File: src/rtl/seq_restoring_divider_pkg.sv
// Shared types and width defaults for the sequential restoring divider.
// Optional build macro: SIGNED_DIV_EN (two's-complement operands, adds the FIX state).
package div_pkg;

    localparam int DIVIDEND_W_DEF = 12;
    localparam int DIVISOR_W_DEF  = 6;

    typedef enum logic [1:0] {
        IDLE = 2'd0,
        RUN  = 2'd1,
        FIX  = 2'd2,
        DONE = 2'd3
    } state_t;

    function automatic int cnt_width(input int w);
        return (w > 1) ? $clog2(w) : 1;
    endfunction

    localparam int CNT_W = cnt_width(DIVIDEND_W_DEF);

endpackage

File: src/rtl/seq_restoring_divider_if.sv
// Start/done handshake bundle between a requester and the divider.
interface seq_restoring_divider_if
    import div_pkg::*;
#(
    parameter int DIVIDEND_W = DIVIDEND_W_DEF,
    parameter int DIVISOR_W  = DIVISOR_W_DEF
);
    logic                  start;
    logic [DIVIDEND_W-1:0] dividend;
    logic [DIVISOR_W-1:0]  divisor;
    logic [DIVIDEND_W-1:0] quotient;
    logic [DIVISOR_W-1:0]  remainder;
    logic                  busy;
    logic                  done;
    logic                  div_by_zero;

    modport master (
        output start, dividend, divisor,
        input  quotient, remainder, busy, done, div_by_zero
    );

    modport slave (
        input  start, dividend, divisor,
        output quotient, remainder, busy, done, div_by_zero
    );
endinterface

File: src/rtl/seq_restoring_divider_step.sv
// One restoring-division iteration: shift {P,Q} left, subtract D when it fits.
module div_step #(
    parameter int DIVIDEND_W = 12,
    parameter int DIVISOR_W  = 6
) (
    input  logic [DIVISOR_W:0]    p_in,
    input  logic [DIVIDEND_W-1:0] q_in,
    input  logic [DIVISOR_W-1:0]  d_in,
    output logic [DIVISOR_W:0]    p_out,
    output logic [DIVIDEND_W-1:0] q_out
);
    typedef logic [DIVISOR_W+1:0] wide_t;
    typedef logic [DIVISOR_W:0]   p_t;

    wide_t p_sh;
    wide_t d_ext;
    logic  fits;

    // The extra top bit keeps the shifted value exact, so the compare is the sign of T.
    always_comb begin
        p_sh  = {p_in, q_in[DIVIDEND_W-1]};
        d_ext = wide_t'(d_in);
        fits  = (p_sh >= d_ext);
        p_out = fits ? p_t'(p_sh - d_ext) : p_sh[DIVISOR_W:0];
        q_out = {q_in[DIVIDEND_W-2:0], fits};
    end
endmodule

File: src/rtl/seq_restoring_divider.sv
// Multi-cycle restoring divider, one quotient bit per cycle, MSB first.
// Optional build macro: SIGNED_DIV_EN (two's-complement operands via sign/magnitude and a FIX state).
module seq_restoring_divider
    import div_pkg::*;
#(
    parameter int DIVIDEND_W = DIVIDEND_W_DEF,
    parameter int DIVISOR_W  = DIVISOR_W_DEF
) (
    input  logic                    clk,
    input  logic                    rst,
    seq_restoring_divider_if.slave  bus
);
    localparam int CW = cnt_width(DIVIDEND_W);
    typedef logic [CW-1:0] cnt_t;
    localparam cnt_t LAST = cnt_t'(DIVIDEND_W - 1);

    state_t                state_reg, state_next;
    logic                  accept, finish, busy, divisor_zero;
    logic [DIVISOR_W:0]    p_reg, p_step;
    logic [DIVIDEND_W-1:0] q_reg, q_step;
    logic [DIVISOR_W-1:0]  d_reg;
    cnt_t                  cnt_reg;
    logic                  dbz_reg;
    logic [DIVIDEND_W-1:0] quotient_reg;
    logic [DIVISOR_W-1:0]  remainder_reg;
    logic                  done_reg, div_by_zero_reg;
    logic [DIVIDEND_W-1:0] dividend_mag;
    logic [DIVISOR_W-1:0]  divisor_mag;

`ifdef SIGNED_DIV_EN
    logic sign_n_reg, sign_d_reg;

    always_comb begin
        dividend_mag = bus.dividend[DIVIDEND_W-1] ? -bus.dividend : bus.dividend;
        divisor_mag  = bus.divisor[DIVISOR_W-1]   ? -bus.divisor  : bus.divisor;
    end
`else
    always_comb begin
        dividend_mag = bus.dividend;
        divisor_mag  = bus.divisor;
    end
`endif

    assign divisor_zero = (bus.divisor == '0);

    always_ff @(posedge clk) begin
        if (rst) state_reg <= IDLE;
        else     state_reg <= state_next;
    end

    always_comb begin
        state_next = state_reg;
        case (state_reg)
            IDLE: if (accept) state_next = divisor_zero ? DONE : RUN;
`ifdef SIGNED_DIV_EN
            RUN:  if (cnt_reg == LAST) state_next = FIX;
            FIX:  state_next = DONE;
`else
            RUN:  if (cnt_reg == LAST) state_next = DONE;
`endif
            DONE: state_next = IDLE;
            default: state_next = IDLE;
        endcase
    end

    // The done-pulse cycle is already IDLE, so start is masked there explicitly.
    always_comb begin
        busy   = (state_reg != IDLE);
        accept = (state_reg == IDLE) && bus.start && !done_reg;
        finish = (state_reg == DONE);
    end

    div_step #(.DIVIDEND_W(DIVIDEND_W), .DIVISOR_W(DIVISOR_W)) u_step (
        .p_in  (p_reg),
        .q_in  (q_reg),
        .d_in  (d_reg),
        .p_out (p_step),
        .q_out (q_step)
    );

    always_ff @(posedge clk) begin
        if (rst) begin
            p_reg           <= '0;
            q_reg           <= '0;
            d_reg           <= '0;
            cnt_reg         <= '0;
            dbz_reg         <= 1'b0;
            quotient_reg    <= '0;
            remainder_reg   <= '0;
            done_reg        <= 1'b0;
            div_by_zero_reg <= 1'b0;
`ifdef SIGNED_DIV_EN
            sign_n_reg      <= 1'b0;
            sign_d_reg      <= 1'b0;
`endif
        end else begin
            done_reg <= finish;
            if (accept) begin
                p_reg           <= '0;
                q_reg           <= divisor_zero ? '1 : dividend_mag;
                d_reg           <= divisor_mag;
                cnt_reg         <= '0;
                dbz_reg         <= divisor_zero;
                quotient_reg    <= '0;
                remainder_reg   <= '0;
                div_by_zero_reg <= 1'b0;
`ifdef SIGNED_DIV_EN
                sign_n_reg      <= bus.dividend[DIVIDEND_W-1];
                sign_d_reg      <= bus.divisor[DIVISOR_W-1];
`endif
            end else begin
                case (state_reg)
                    RUN: begin
                        p_reg   <= p_step;
                        q_reg   <= q_step;
                        cnt_reg <= cnt_reg + 1'b1;
                    end
`ifdef SIGNED_DIV_EN
                    FIX: begin
                        q_reg <= (sign_n_reg ^ sign_d_reg) ? -q_reg : q_reg;
                        p_reg <= {1'b0, sign_n_reg ? -p_reg[DIVISOR_W-1:0] : p_reg[DIVISOR_W-1:0]};
                    end
`endif
                    DONE: begin
                        quotient_reg    <= q_reg;
                        remainder_reg   <= p_reg[DIVISOR_W-1:0];
                        div_by_zero_reg <= dbz_reg;
                    end
                    default: ;
                endcase
            end
        end
    end

    assign bus.quotient    = quotient_reg;
    assign bus.remainder   = remainder_reg;
    assign bus.busy        = busy;
    assign bus.done        = done_reg;
    assign bus.div_by_zero = div_by_zero_reg;
endmodule

File: src/flat_wrapper.sv
// flat-port wrapper written by rule: the top's interface ports become plain ports
module seq_restoring_divider_flat import div_pkg::*;
#(
    parameter int DIVIDEND_W = DIVIDEND_W_DEF,
    parameter int DIVISOR_W  = DIVISOR_W_DEF
)
  (clk, rst, bus_start, bus_dividend, bus_divisor, bus_quotient, bus_remainder, bus_busy, bus_done, bus_div_by_zero);
  seq_restoring_divider_if #(.DIVIDEND_W(DIVIDEND_W), .DIVISOR_W(DIVISOR_W)) bus_i ();
  input  logic clk;
  input  logic rst;
  input wire logic [$bits(bus_i.start)-1:0] bus_start;
  input wire logic [$bits(bus_i.dividend)-1:0] bus_dividend;
  input wire logic [$bits(bus_i.divisor)-1:0] bus_divisor;
  output wire logic [$bits(bus_i.quotient)-1:0] bus_quotient;
  output wire logic [$bits(bus_i.remainder)-1:0] bus_remainder;
  output wire logic [$bits(bus_i.busy)-1:0] bus_busy;
  output wire logic [$bits(bus_i.done)-1:0] bus_done;
  output wire logic [$bits(bus_i.div_by_zero)-1:0] bus_div_by_zero;
  assign bus_i.start = bus_start;
  assign bus_i.dividend = bus_dividend;
  assign bus_i.divisor = bus_divisor;
  assign bus_quotient = bus_i.quotient;
  assign bus_remainder = bus_i.remainder;
  assign bus_busy = bus_i.busy;
  assign bus_done = bus_i.done;
  assign bus_div_by_zero = bus_i.div_by_zero;
  seq_restoring_divider #(.DIVIDEND_W(DIVIDEND_W), .DIVISOR_W(DIVISOR_W)) u_core (.clk(clk), .rst(rst), .bus(bus_i));
endmodule
File: config.mk
export PLATFORM = sky130hd
export DESIGN_NAME = seq_restoring_divider_flat
export DESIGN_NICKNAME = d
export VERILOG_FILES = /design/src/rtl/seq_restoring_divider_pkg.sv /design/src/rtl/seq_restoring_divider_if.sv /design/src/rtl/seq_restoring_divider_step.sv /design/src/rtl/seq_restoring_divider.sv /design/src/flat_wrapper.sv
export SDC_FILE = /design/constraint.sdc
export NUM_CORES = 1
export LEC_CHECK = 0
export ABC_AREA = 1
export BUFFER_PORTS_ARGS = -buffer_cell sky130_fd_sc_hd__buf_4
export CORE_MARGIN = 10
export CORE_UTILIZATION = 30
export DETAILED_ROUTE_END_ITERATION = 12
export GPL_ROUTABILITY_DRIVEN = 0
export PLACE_DENSITY_LB_ADDON = 0.05
export SYNTH_ARGS = -nofsm -noshare
export SYNTH_HDL_FRONTEND = slang
export SYNTH_HIERARCHICAL = 1
export SYNTH_SLANG_ARGS = --single-unit
File: constraint.sdc
create_clock -name clk -period 5.75 [get_ports clk]
set_input_delay 1.4375 -clock clk [delete_from_list [all_inputs] [get_ports clk]]
set_output_delay 1.4375 -clock clk [all_outputs]
set_load 0.03 [all_outputs]
# Word-level counts from Yosys, hierarchy flattened
# Index checks and enable logic that the tools add are counted.
[totals]
regBits = 52
inputBits = 21
[classes]
add_sub_neg = 2
magnitude_cmp = 1
eq_ne = 5
mux = 8
reduce_logical = 9
[ops]
columns = ["operator", "count"]
rows = [
  ["$mux 12", 3],
  ["$ge 8x6->1", 1],
  ["$mux 7", 1],
  ["$sub 7x6->7", 1],
  ["$logic_not 6->1", 1],
  ["$mux 2", 3],
  ["$add 4x1->4 const B", 1],
  ["$eq 4x4->1 const B", 1],
  ["$ne 2x1->1 const B", 2],
  ["$pmux 2 s2", 1],
  ["$reduce_bool 2->1", 2],
  ["$eq 2x1->1 const B", 1],
  ["$eq 2x2->1 const B", 1],
  ["$logic_and 1x1->1", 2],
  ["$logic_not 2->1", 1],
  ["$reduce_and 2->1", 1],
  ["$reduce_or 2->1", 1],
  ["$logic_not 1->1", 1],
]

# Longest topological paths before layout
[logic_depth]
depth_word = 5
ltp_mapped = 14

# Modules after synthesis
# Netlist, hierarchy kept.
[modules_own_cells]
columns = ["module", "n_inst", "cells_per_inst", "area_per_inst_um2", "seq_area_each_um2"]
rows = [
  ["seq_restoring_divider", 1, 299, 2142.1, 1041.0],
  ["div_step", 1, 95, 518.0, 0.0],
]

# Worst setup path before layout
# OpenSTA, ideal clock, no wires.
[synth_timing]
path_type = "in2reg"
from = "input port bus_divisor[4]"
to = "register u_core.q_reg[10]"
setup_ns = 0.132
arrival_time_ns = 2.076
slack_ns = 3.541
stages = 6
n_path_buf = 1
cell_sequence = "nor2_1 > nand3_1 > clkbuf_1 > nand3_1 > nand2_1 > a21oi_1"
[synth_between]
elab_chain_len = 3
[synth_rtl]
columns = ["item", "line_no", "text"]
rows = [
  ["start: declaration", "flat_wrapper.sv:13", "input wire logic [$bits(bus_i.divisor)-1:0] bus_divisor;"],
  ["$logic_not 6->1", "seq_restoring_divider.sv:44", "assign divisor_zero = (bus.divisor == '0);"],
  ["$mux 12", "seq_restoring_divider.sv:100", "q_reg <= divisor_zero ? '1 : dividend_mag;"],
  ["$mux 12", "seq_restoring_divider.sv:98", "if (accept) begin"],
  ["end signal: assignment", "seq_restoring_divider.sv:100", ""],
  ["end signal: assignment", "seq_restoring_divider.sv:115", "q_reg <= q_step;"],
  ["end: declaration", "seq_restoring_divider.sv:20", "logic [DIVIDEND_W-1:0] q_reg, q_step;"],
]
# Every way passes these cells.
# A chain may end at the register's enable or synchronous reset.

# Final worst setup path
[layout_timing]
from = "register u_core.state_reg[1]"
to = "output port bus_busy"
[layout_between]
elab_chain_len = 1
[layout_rtl]
columns = ["item", "line_no", "text"]
rows = [
  ["start: declaration", "seq_restoring_divider.sv:17", "state_t state_reg, state_next;"],
  ["start signal: assignment", "seq_restoring_divider.sv:48", "else state_reg <= state_next;"],
  ["$reduce_bool 2->1", "seq_restoring_divider.sv:68", "busy = (state_reg != IDLE);"],
  ["end: declaration", "flat_wrapper.sv:16", "output wire logic [$bits(bus_i.busy)-1:0] bus_busy;"],
]
# Every way passes these cells.

==> metrics.cfg <==
[synthesis]
synth_area_leaders = dfxtp_1 39%, nand2_1 14%, a21oi_1 8.5%, inv_1 8.0%, nand3_1 7.1%
yosys.area.top_type = dfxtp_1
ys_warn_count = 6
yosysSeqAreaShare_pct = 39.1
async_flop_share_pct = 0
synth_nets = 423
ys_types = 25
synth_edf_count = 0
synth_common_cells = 101 x nand2_1, 57 x inv_1, 52 x dfxtp_1
ys_seq_elements = 52
syn-cell-area_mm2 = 0.00266
syn_inst = 394
synth.top_cell.area_share_pct = 39.1
post_synth.cell_area_avg_um2 = 6.75
synth_flop_cell = dfxtp_1
synthMostInstantiatedCell = nand2_1

[power]
clkPwrFrac_pct = 32.8
swShare_pct = 30.3
ir_drop_mv = 0.102
p_leak_nw = 1.36
cellPowerDensity_mw_per_mm2 = 293
pwr-share-comb_pct = 21.8
p_seq_share_pct = 45.4
switchingPower_mw = 0.270
intPower_mw = 0.623

[timing]
drv_slew = 0
fin_crit_sh_pct = 52.7
min_period_ns = 3.03
fmax_mhz = 330
hold_viol_final = 0
finClkSkew_ns = 0.00535
rsz0062_at_grt = no
relSlewSlack_pct = 29.2
hold-worst-slack_ns = 0.463
setup_viol = 0
fin_tns_setup_ns = 0
worst_slew_pin_slew_ns = 1.06

[floorplanning]
core_area_mm2 = 0.00868
pin_count = 42
start_util_pct = 30.7
die_area_mm2 = 0.0130
rows = 34
fp.dieH_um = 114
die_x_um = 114

[clocking]
cts-root-buf = clkbuf_8
clk_pin_slew_ns = 0.09
numCtsBuffers = 5
cts_hold_buf = 0
clock_latency_ns = 0.30
cts_num_sinks = 52
cts_tree = built
cts_resized = 0
post_cts_buffers = 0
htreeDepth = 2
cts_buffer_depth = 2

[worst_hold_path]
worstHoldEndpoint = u_core/p_reg[6]$_SDFFE_PP0P_
hold_depth = 2
holdCritPathClass = reg2reg
hold_start = u_core/p_reg[6]$_SDFFE_PP0P_

[finish]
final_util_pct = 35.1
drive_gt1_share_pct = 14.1
syn_to_final_growth_pct = 14.5
nets = 440
antenna_cells = 0
design_area_mm2 = 0.00305

[placement]
io_buffers = 41
post-dp-hpwl_um = 4900
dpl_cell_area_mm2 = 0.00292

[outcome]
status = finished, final reports clean

[worst_setup_path]
cp-end-kind = primary output
critical_path_required_ns = 4.31
critPathMaxStageDelay_ns = 0.81
worst_r2r_endpoint = u_core/bus.quotient[7]$_SDFFE_PP0P_
cp_top_family = flip-flops
path_buf_inv = 2
ff2ff_path_depth = 4
timing.rr.start = u_core/state_reg[0]$_SDFFE_PP0P_
critPathLaunchType = flip-flop
critPathSlowestCell = dfxtp_1
crit_arrival_ns = 1.59
crit_chain = inv_1 -> nand2_1 -> buf_4
critPathLaunch = u_core/state_reg[1]$_SDFFE_PP0P_
crit_type = reg2out
critPathMaxFanout = 22
r2r_slack_ns = 3.10

[routing]
routedWlPerCell_um = 13.0
drt_iter0_drc = 77
drt_pre_antenna_iters = 4
num_vias = 2362
route.detailed.drc = 0
ant_nets = 0
vias_per_cell = 4.55
routed_wl_um = 6740

[global_route]
antenna_found_initial = 0
grt_max_degree = 31
grt_pass1_vias = 2429
grt_usage_pct = 10.5
overflow = 0
grt_pass1_wl_um = 11400

[job]
drv_cap = 0

-- logic make-up after synthesis --
kind of cell    after synthesis  share of synthesized area, %
compound gates               68                          12.8
fa+ha+maj                     8                          4.05
simple gates                172                          27.4
xor+xnor                      3                         0.988
buf+inv                      91                          15.7
flops                        52                          39.1
-- per-stage QoR --
stage	worst slack (ns)	cells	power, mW
after floorplan	3.54	394	0.585
after global placement	2.45	512	0.612
after detailed placement	2.41	512	0.612
after CTS	2.71	519	0.911
after global routing	2.45	519	0.957
final	2.72	519	0.894
-- worst reg2reg max path: stages (launching register included) --
cell and delay [ns]:
dfxtp_1 0.86, nor2_1 0.09, nand2_1 0.49, nand2_1 0.78, a21oi_1 0.34
-- power groups by stage --
stage                     clock, mW  combinational, mW  sequential (mW)
after floorplan                   0              0.184            0.401
after CTS                     0.306              0.199            0.406
after global placement            0              0.197            0.415
after global routing          0.315              0.233            0.409
final                         0.293              0.195            0.406
after detailed placement          0              0.197            0.415
-- how the worst max path moves through the flow --
stage                                               end  depth (start not counted)
global placement           u_core/p_reg[5]$_SDFFE_PP0P_                          6
floorplan                 u_core/q_reg[10]$_SDFFE_PP0P_                          6
global route               u_core/p_reg[4]$_SDFFE_PP0P_                          6
CTS                                            bus_busy                          3
finish                                         bus_busy                          3
detailed placement  u_core/bus.quotient[5]$_SDFFE_PP0P_                          6
-- metal layers --
| metal | vias up | routed length [µm] | global-route usage (%) | share of wire [%] |
|---|---|---|---|---|
| met5 | - | 0 | 0 | 0 |
| met4 | 0 | 126 | 3.26 | 1.9 |
| met3 | 8 | 269 | 2.94 | 4.0 |
| met2 | 30 | 3330 | 18.5 | 49 |
| met1 | 1073 | 3010 | 12.0 | 45 |
| li1 | 1251 | - | - | - |
-- layout make-up --
class	instances	area (µm²)
clock inverters	2	60.1
repair buffers	42	315
clock buffers	5	68.8
fillers	989	5630
well taps	108	135
inverters	59	223
multi-input cells	251	1200
flip-flops and latches	52	1040
-- cell usage in the layout, fill, tap and decap left out --
master | Yosys | final
nand2_1 | 101 | 101
inv_1 | 57 | 57
dfxtp_1 | 52 | 52
a21oi_1 | 45 | 45
buf_4 | 14 | 42
nand3_1 | 38 | 38
nor2_1 | 24 | 24
o21ai_0 | 20 | 20
ha_1 | 7 | 7
clkbuf_8 | 0 | 5
nand2_2 | 3 | 3
o21ai_1 | 3 | 3
bufinv_16 | 0 | 2
xnor2_1 | 2 | 2
inv_2 | 1 | 1
nand2_4 | 1 | 1
clkinv_2 | 1 | 1
and3_1 | 1 | 1
nor3_2 | 1 | 1
nand4_1 | 1 | 1
nand3_2 | 1 | 1
xor2_1 | 1 | 1
nor2_2 | 1 | 1
fa_1 | 1 | 1
Power figures use the tool's default switching activity.
